$ cat src/rtl/halloween_opcode_sequencer.sv
// Channel sequencer for the decoration controller. It walks NCH opcode channels and presents each
// non-zero opcode over a valid/ready handshake, with a dwell hold, an in-band restart and a wrap strobe.
module halloween_opcode_sequencer #(
  parameter int              NCH    = 4,
  parameter int              OPW    = 4,
  parameter int              DWELLW = 8,
  parameter logic [OPW-1:0]  RST_OP = 4'b0001,
  localparam int             IDXW   = (NCH > 1) ? $clog2(NCH) : 1
) (
  input  logic                clk,
  input  logic                rst,
  input  logic                on,
  input  logic [NCH*OPW-1:0]  chan_data,
  input  logic [DWELLW-1:0]   dwell,
  input  logic                op_ready,
  output logic                op_valid,
  output logic [OPW-1:0]      opcode,
  output logic [IDXW-1:0]     chan_idx,
  output logic                busy,
  output logic                wrap
);

  typedef enum logic [1:0] {
    ST_IDLE  = 2'd0,
    ST_LOAD  = 2'd1,
    ST_ISSUE = 2'd2,
    ST_DWELL = 2'd3
  } state_t;

  localparam logic [IDXW-1:0] LAST_IDX = IDXW'(NCH - 1);

  state_t              state_r, state_s;
  logic                op_valid_r, op_valid_s;
  logic [OPW-1:0]      opcode_r, opcode_s;
  logic [IDXW-1:0]     chan_idx_r, chan_idx_s;
  logic                busy_r, busy_s;
  logic                wrap_r, wrap_s;
  logic [DWELLW-1:0]   timer_r, timer_s;
  logic [OPW-1:0]      chan_op_s;

  function automatic logic [IDXW-1:0] next_idx(input logic [IDXW-1:0] idx);
    if (idx == LAST_IDX) begin
      next_idx = {IDXW{1'b0}};
    end else begin
      next_idx = idx + IDXW'(1);
    end
  endfunction

  // Select the opcode of the currently addressed channel
  always_comb begin
    chan_op_s = chan_data[int'(chan_idx_r) * OPW +: OPW];
  end

  // Next-state and next-output logic
  always_comb begin
    state_s    = state_r;
    op_valid_s = op_valid_r;
    opcode_s   = opcode_r;
    chan_idx_s = chan_idx_r;
    timer_s    = timer_r;
    wrap_s     = 1'b0;
    case (state_r)
      ST_IDLE: begin
        chan_idx_s = {IDXW{1'b0}};
        timer_s    = {DWELLW{1'b0}};
        if (on) begin
          state_s = ST_LOAD;
        end else begin
          state_s = ST_IDLE;
        end
      end
      ST_LOAD: begin
        if (!on) begin
          state_s    = ST_IDLE;
          chan_idx_s = {IDXW{1'b0}};
        end else if (chan_op_s == {OPW{1'b0}}) begin
          chan_idx_s = next_idx(chan_idx_r);
          wrap_s     = (chan_idx_r == LAST_IDX);
        end else begin
          opcode_s   = chan_op_s;
          op_valid_s = 1'b1;
          state_s    = ST_ISSUE;
        end
      end
      ST_ISSUE: begin
        // op_valid is never withdrawn here; a dropped 'on' only takes effect at acceptance
        if (op_valid_r && op_ready) begin
          op_valid_s = 1'b0;
          if (!on) begin
            state_s    = ST_IDLE;
            chan_idx_s = {IDXW{1'b0}};
          end else if (opcode_r == RST_OP) begin
            state_s    = ST_LOAD;
            chan_idx_s = {IDXW{1'b0}};
          end else if (dwell == {DWELLW{1'b0}}) begin
            state_s    = ST_LOAD;
            chan_idx_s = next_idx(chan_idx_r);
            wrap_s     = (chan_idx_r == LAST_IDX);
          end else begin
            state_s = ST_DWELL;
            timer_s = dwell;
          end
        end else begin
          op_valid_s = 1'b1;
        end
      end
      ST_DWELL: begin
        if (!on) begin
          state_s    = ST_IDLE;
          chan_idx_s = {IDXW{1'b0}};
          timer_s    = {DWELLW{1'b0}};
        end else if (timer_r == DWELLW'(1)) begin
          state_s    = ST_LOAD;
          timer_s    = {DWELLW{1'b0}};
          chan_idx_s = next_idx(chan_idx_r);
          wrap_s     = (chan_idx_r == LAST_IDX);
        end else begin
          timer_s = timer_r - DWELLW'(1);
        end
      end
      default: begin
        state_s    = ST_IDLE;
        op_valid_s = 1'b0;
        chan_idx_s = {IDXW{1'b0}};
        timer_s    = {DWELLW{1'b0}};
      end
    endcase
    busy_s = (state_s != ST_IDLE);
  end

  // State and registered outputs
  always_ff @(posedge clk or posedge rst) begin
    if (rst) begin
      state_r    <= ST_IDLE;
      op_valid_r <= 1'b0;
      opcode_r   <= {OPW{1'b0}};
      chan_idx_r <= {IDXW{1'b0}};
      busy_r     <= 1'b0;
      wrap_r     <= 1'b0;
      timer_r    <= {DWELLW{1'b0}};
    end else begin
      state_r    <= state_s;
      op_valid_r <= op_valid_s;
      opcode_r   <= opcode_s;
      chan_idx_r <= chan_idx_s;
      busy_r     <= busy_s;
      wrap_r     <= wrap_s;
      timer_r    <= timer_s;
    end
  end

  assign op_valid = op_valid_r;
  assign opcode   = opcode_r;
  assign chan_idx = chan_idx_r;
  assign busy     = busy_r;
  assign wrap     = wrap_r;

endmodule
$ cat config.mk
export PLATFORM = sky130hd
export DESIGN_NAME = halloween_opcode_sequencer
export DESIGN_NICKNAME = d
export VERILOG_FILES = /design/src/rtl/halloween_opcode_sequencer.sv
export SDC_FILE = /design/constraint.sdc
export NUM_CORES = 1
export LEC_CHECK = 0
export BUFFER_PORTS_ARGS = -buffer_cell sky130_fd_sc_hd__buf_2
export CORE_ASPECT_RATIO = 0.7
export CORE_MARGIN = 4
export CORE_UTILIZATION = 40
export DETAILED_ROUTE_END_ITERATION = 12
export SETUP_SLACK_MARGIN = 0.3
export SYNTH_ARGS = -nofsm -noshare
export SYNTH_HDL_FRONTEND = slang
export SYNTH_SLANG_ARGS = --single-unit
$ cat constraint.sdc
create_clock -name clk -period 2.8 [get_ports clk]
set_input_delay 0.56 -clock clk [delete_from_list [all_inputs] [get_ports clk]]
set_output_delay 0.56 -clock clk [all_outputs]
set_load 0.02 [all_outputs]
==> impl_summary.txt <==
----------------------------------------------------
[Power and ir drop]
  Reported net switching power ... 330.9 uW
  PwrDens ... 565.7 nW/um2
  Max IR drop VDD ... 0.3020 mV
  Internal power summed over all cells ... 546.0 uW
  Clock network power share ... 21.8%
  Share of power burned in registers ... 42.0%
  Leak ... 0.6970 nW
  Fraction of power spent switching nets ... 37.73%
  Proportion of power drawn by combinational gates ... 36.2%

[Synth]
  Largest area contributor in the synthesized netlist ... sky130_fd_sc_hd__dfrtp_1
  Netlist area before placement ... 1282 um2
  Most area-consuming cells after synthesis ... sky130_fd_sc_hd__dfrtp_1 37%, sky130_fd_sc_hd__ha_1 7.8%, sky130_fd_sc_hd__mux4_2 7.0%
  Count of flip-flops with a built-in enable after synthesis ... 0
  Sequential area share after synthesis ... 37.07%
  Predominant post-synthesis flop cell ... sky130_fd_sc_hd__dfrtp_1
  Number of instances in the synthesized netlist ... 134
  Post-synthesis cell type count ... 37
  Mean instance size in the synthesized netlist ... 9.571 um2
  Number of register bits inferred by synthesis ... 19
  Top cell type's share of synthesized area ... 37.07%
  Count of yosys warnings during synthesis ... 0
  Fraction of registers with async set/reset ... 100.0%
  Synthesized net count ... 170

[Clocking]
  Clock sinks ... 19
  Hold-fix buffer count after cts ... 0
  Number of H-tree branching levels ... 1
  Insertion delay to the later sink of the worst-skew pair ... 0.25 ns
  CTS buffer count ... 3
  CTS tree ... built
  Max Root-Sink Buffers ... 2
  Clock-pin slew reported for the worst setup and hold paths after clock tree synthesis ... 0.07 ns
  Clock root buffer ... sky130_fd_sc_hd__clkbuf_8

[Route]
  Wire length on met1 ... 1678 um
  Aggregate routed wire length ... 3185 um
  First DRT Iteration DRCs ... 87
  Total met2 wirelength after detailed routing ... 1306 um
  WL per Instance ... 15.39 um
  1st-pass router iterations ... 4
  Uppermost layer routed ... met3
  DRC errors left ... 0
  Detailed-routed wire length on met3 ... 200 um
  Count of antenna-violating nets left after detailed routing ... 0
  DR vias/cell ... 5.657
  Via count ... 1171

[Die]
  Core Box Area ... 2923 um2
  Horiz. Die Dim ... 75.68 um
  Floorplan die area ... 4191 um2
  Die Y ... 55.38 um
  # IOs ... 37
  Initial cell density of the core ... 43.88%
  Rows ... 16

[Timing]
  Max-slew violations ... 0
  Relative max-transition margin ... 50.87%
  Upper clock frequency limit ... 414.2 MHz
  Final setup violating endpoints ... 0
  Measured slew at the worst slew-check pin ... 0.7362 ns
  Crit share post-route ... 86.22%
  Unrepaired setup endpoints after global routing ... false
  Layout Skew ... 0.001386 ns
  Clock period minus worst slack ... 2.414 ns
  Final-layout setup total negative slack ... 0 ns
  Number of failing hold endpoints at the final stage ... 0

[Setup path]
  Worst setup SP type ... flip-flop
  Worst Setup Path Type ... flip-flop to flip-flop
  Highest net fanout along the worst path ... 6
  Nature of the critical path endpoint ... flip-flop
  Data arrival at the endpoint of the critical path ... 2.55 ns
  Data required time of the critical path ... 2.94 ns

[Finish]
  Most used cells in the layout excluding fill and tap cells ... 36 x sky130_fd_sc_hd__buf_2, 18 x sky130_fd_sc_hd__dfrtp_1, 14 x sky130_fd_sc_hd__o21ai_0
  Layout cell share with drive strength beyond 1 ... 32.75%
  Core utilization of the finished layout ... 53.04%
  Post-layout nets ... 208
  Number of filler instances in the final layout ... 274
  Growth of design area from synthesis to finish ... 20.88%
  Final Instance Area ... 1550 um2
  Area of the multi-input gates ... 749.5 um2
  Antenna Cells ... 0
  Most common library cell in the layout ignoring fill and taps ... sky130_fd_sc_hd__buf_2
  Sequential Area ... 476.7 um2

[Global routing]
  Vias in the first global route ... 1044
  Largest net degree at the start of global routing ... 20
  Global-route wire length before repair ... 5092 um
  Initial antenna violation count ... 0
  Global-route congestion overflow total ... 0
  Total routing resource utilization after global routing ... 15.24%

[Run]
  Number of max-cap violations ... 0

[Placement]
  Placement Cell Area ... 1481 um2
  DP Wirelength ... 2557 um
  Port Buffer Count ... 36
  Routability-driven placement congestion ratio ... 0.8850

[Min path]
  Worst min-delay path class ... primary input to async pin

[Outcome]
  Outcome ... completed

----------------------------------------------------
[routing by layer]
metal	vias to the layer above	GRT usage, %
met1	553	24.92
met2	34	19.56
met3	0	5.072
li1	584	-
met5	-	0
met4	0	1.496
[synth_stat cells (all sizes together) (2+ instances only)]
library cell and n:
o21ai 14, dfrtp 19, a21oi 8, clkbuf 4, nand2 9, nor2b 2
nor4 3, ha 8, nor4b 2, inv 10, mux4 4, a21boi 2
a31oi 3, a211oi 2, nor2 9, a32o 2, nand3 6, nor3 3
a22oi 3, mux2 4, a32oi 3
[worst max-delay path, stage by stage (launching register included)]
cell and delay, ns:
sky130_fd_sc_hd__dfrtp_2 0.45, sky130_fd_sc_hd__mux4_2 0.53, sky130_fd_sc_hd__or4_4 0.58, sky130_fd_sc_hd__nand3_2 0.15, sky130_fd_sc_hd__and4_1 0.26, sky130_fd_sc_hd__mux2_1 0.33
[cell type report]
type	count	area share (%)
multi-input cells	100	48.35
clock buffers	3	2.663
clock inverters	1	0.3228
flip-flops and latches	19	30.75
inverters	10	2.421
repair buffers	38	12.59
well taps	36	2.906
[cell families after synthesis]
| kind of cell | synth area share (%) |
|---|---|
| muxes | 10.54 |
| buffers and inverters | 4.976 |
| and+or+nand+nor | 16.59 |
| DFF | 37.07 |
| AOI/OAI and AO/OA | 23.02 |
| adders and majority gates | 7.805 |
[power by group through the flow]
| stage | clock (mW) | sequential (mW) | combinational, mW |
|---|---|---|---|
| after CTS | 0.200 | 0.368 | 0.309 |
| after floorplan | 0 | 0.398 | 0.181 |
| final | 0.192 | 0.368 | 0.317 |
| after global placement | 0 | 0.372 | 0.307 |
| after global routing | 0.209 | 0.376 | 0.342 |
| after detailed placement | 0 | 0.373 | 0.308 |
[per-stage QoR]
step / total power, mW / setup slack, ns / hold WS, ns / cells
6_report: 0.8769 / 0.3857 / 0.4198 / 207
5_1_grt: 0.9279 / 0.2963 / 0.4872 / 207
4_1_cts: 0.8775 / 0.3485 / 0.4394 / 205
3_5_place_dp: 0.6808 / 0.2361 / 0.5136 / 201
3_3_place_gp: 0.6786 / 0.2636 / 0.5012 / 201
2_1_floorplan: 0.5788 / 0.3236 / 0.4715 / 134
[flip-flops by register name, indices dropped and copies added, names as in the netlist]
| register | flops |
|---|---|
| wrap | 1 |
| timer_r | 8 |
| busy | 1 |
| state_r | 2 |
| op_valid | 1 |
| opcode | 4 |
| chan_idx | 2 |
[final timing paths]
check | from | to | slack (ns) | depth (start not counted)
setup / recovery | chan_idx[0]$_DFFE_PP0P_ | chan_idx[0]$_DFFE_PP0P_ | 0.39 | 5
min in group clk | timer_r[6]$_DFFE_PP0P_ | timer_r[6]$_DFFE_PP0P_ | 0.53 | 2
max in group asynchronous | rst | chan_idx[0]$_DFFE_PP0P_ | 1.87 | 2
setup reg to reg | chan_idx[0]$_DFFE_PP0P_ | chan_idx[0]$_DFFE_PP0P_ | 0.39 | 5
hold / removal | rst | timer_r[7]$_DFFE_PP0P_ | 0.42 | 2
hold reg to reg | timer_r[6]$_DFFE_PP0P_ | timer_r[6]$_DFFE_PP0P_ | 0.53 | 2
[timing repair]
action | CTS | global route
gates resized for setup | 1 | 2
pin swaps | 0 | 0
buffers inserted | 0 | 2
endpoints found under the hold margin | 0 | 0
setup endpoints to repair | 2 | 10
Note: power is estimated with default switching activity, not from simulation.
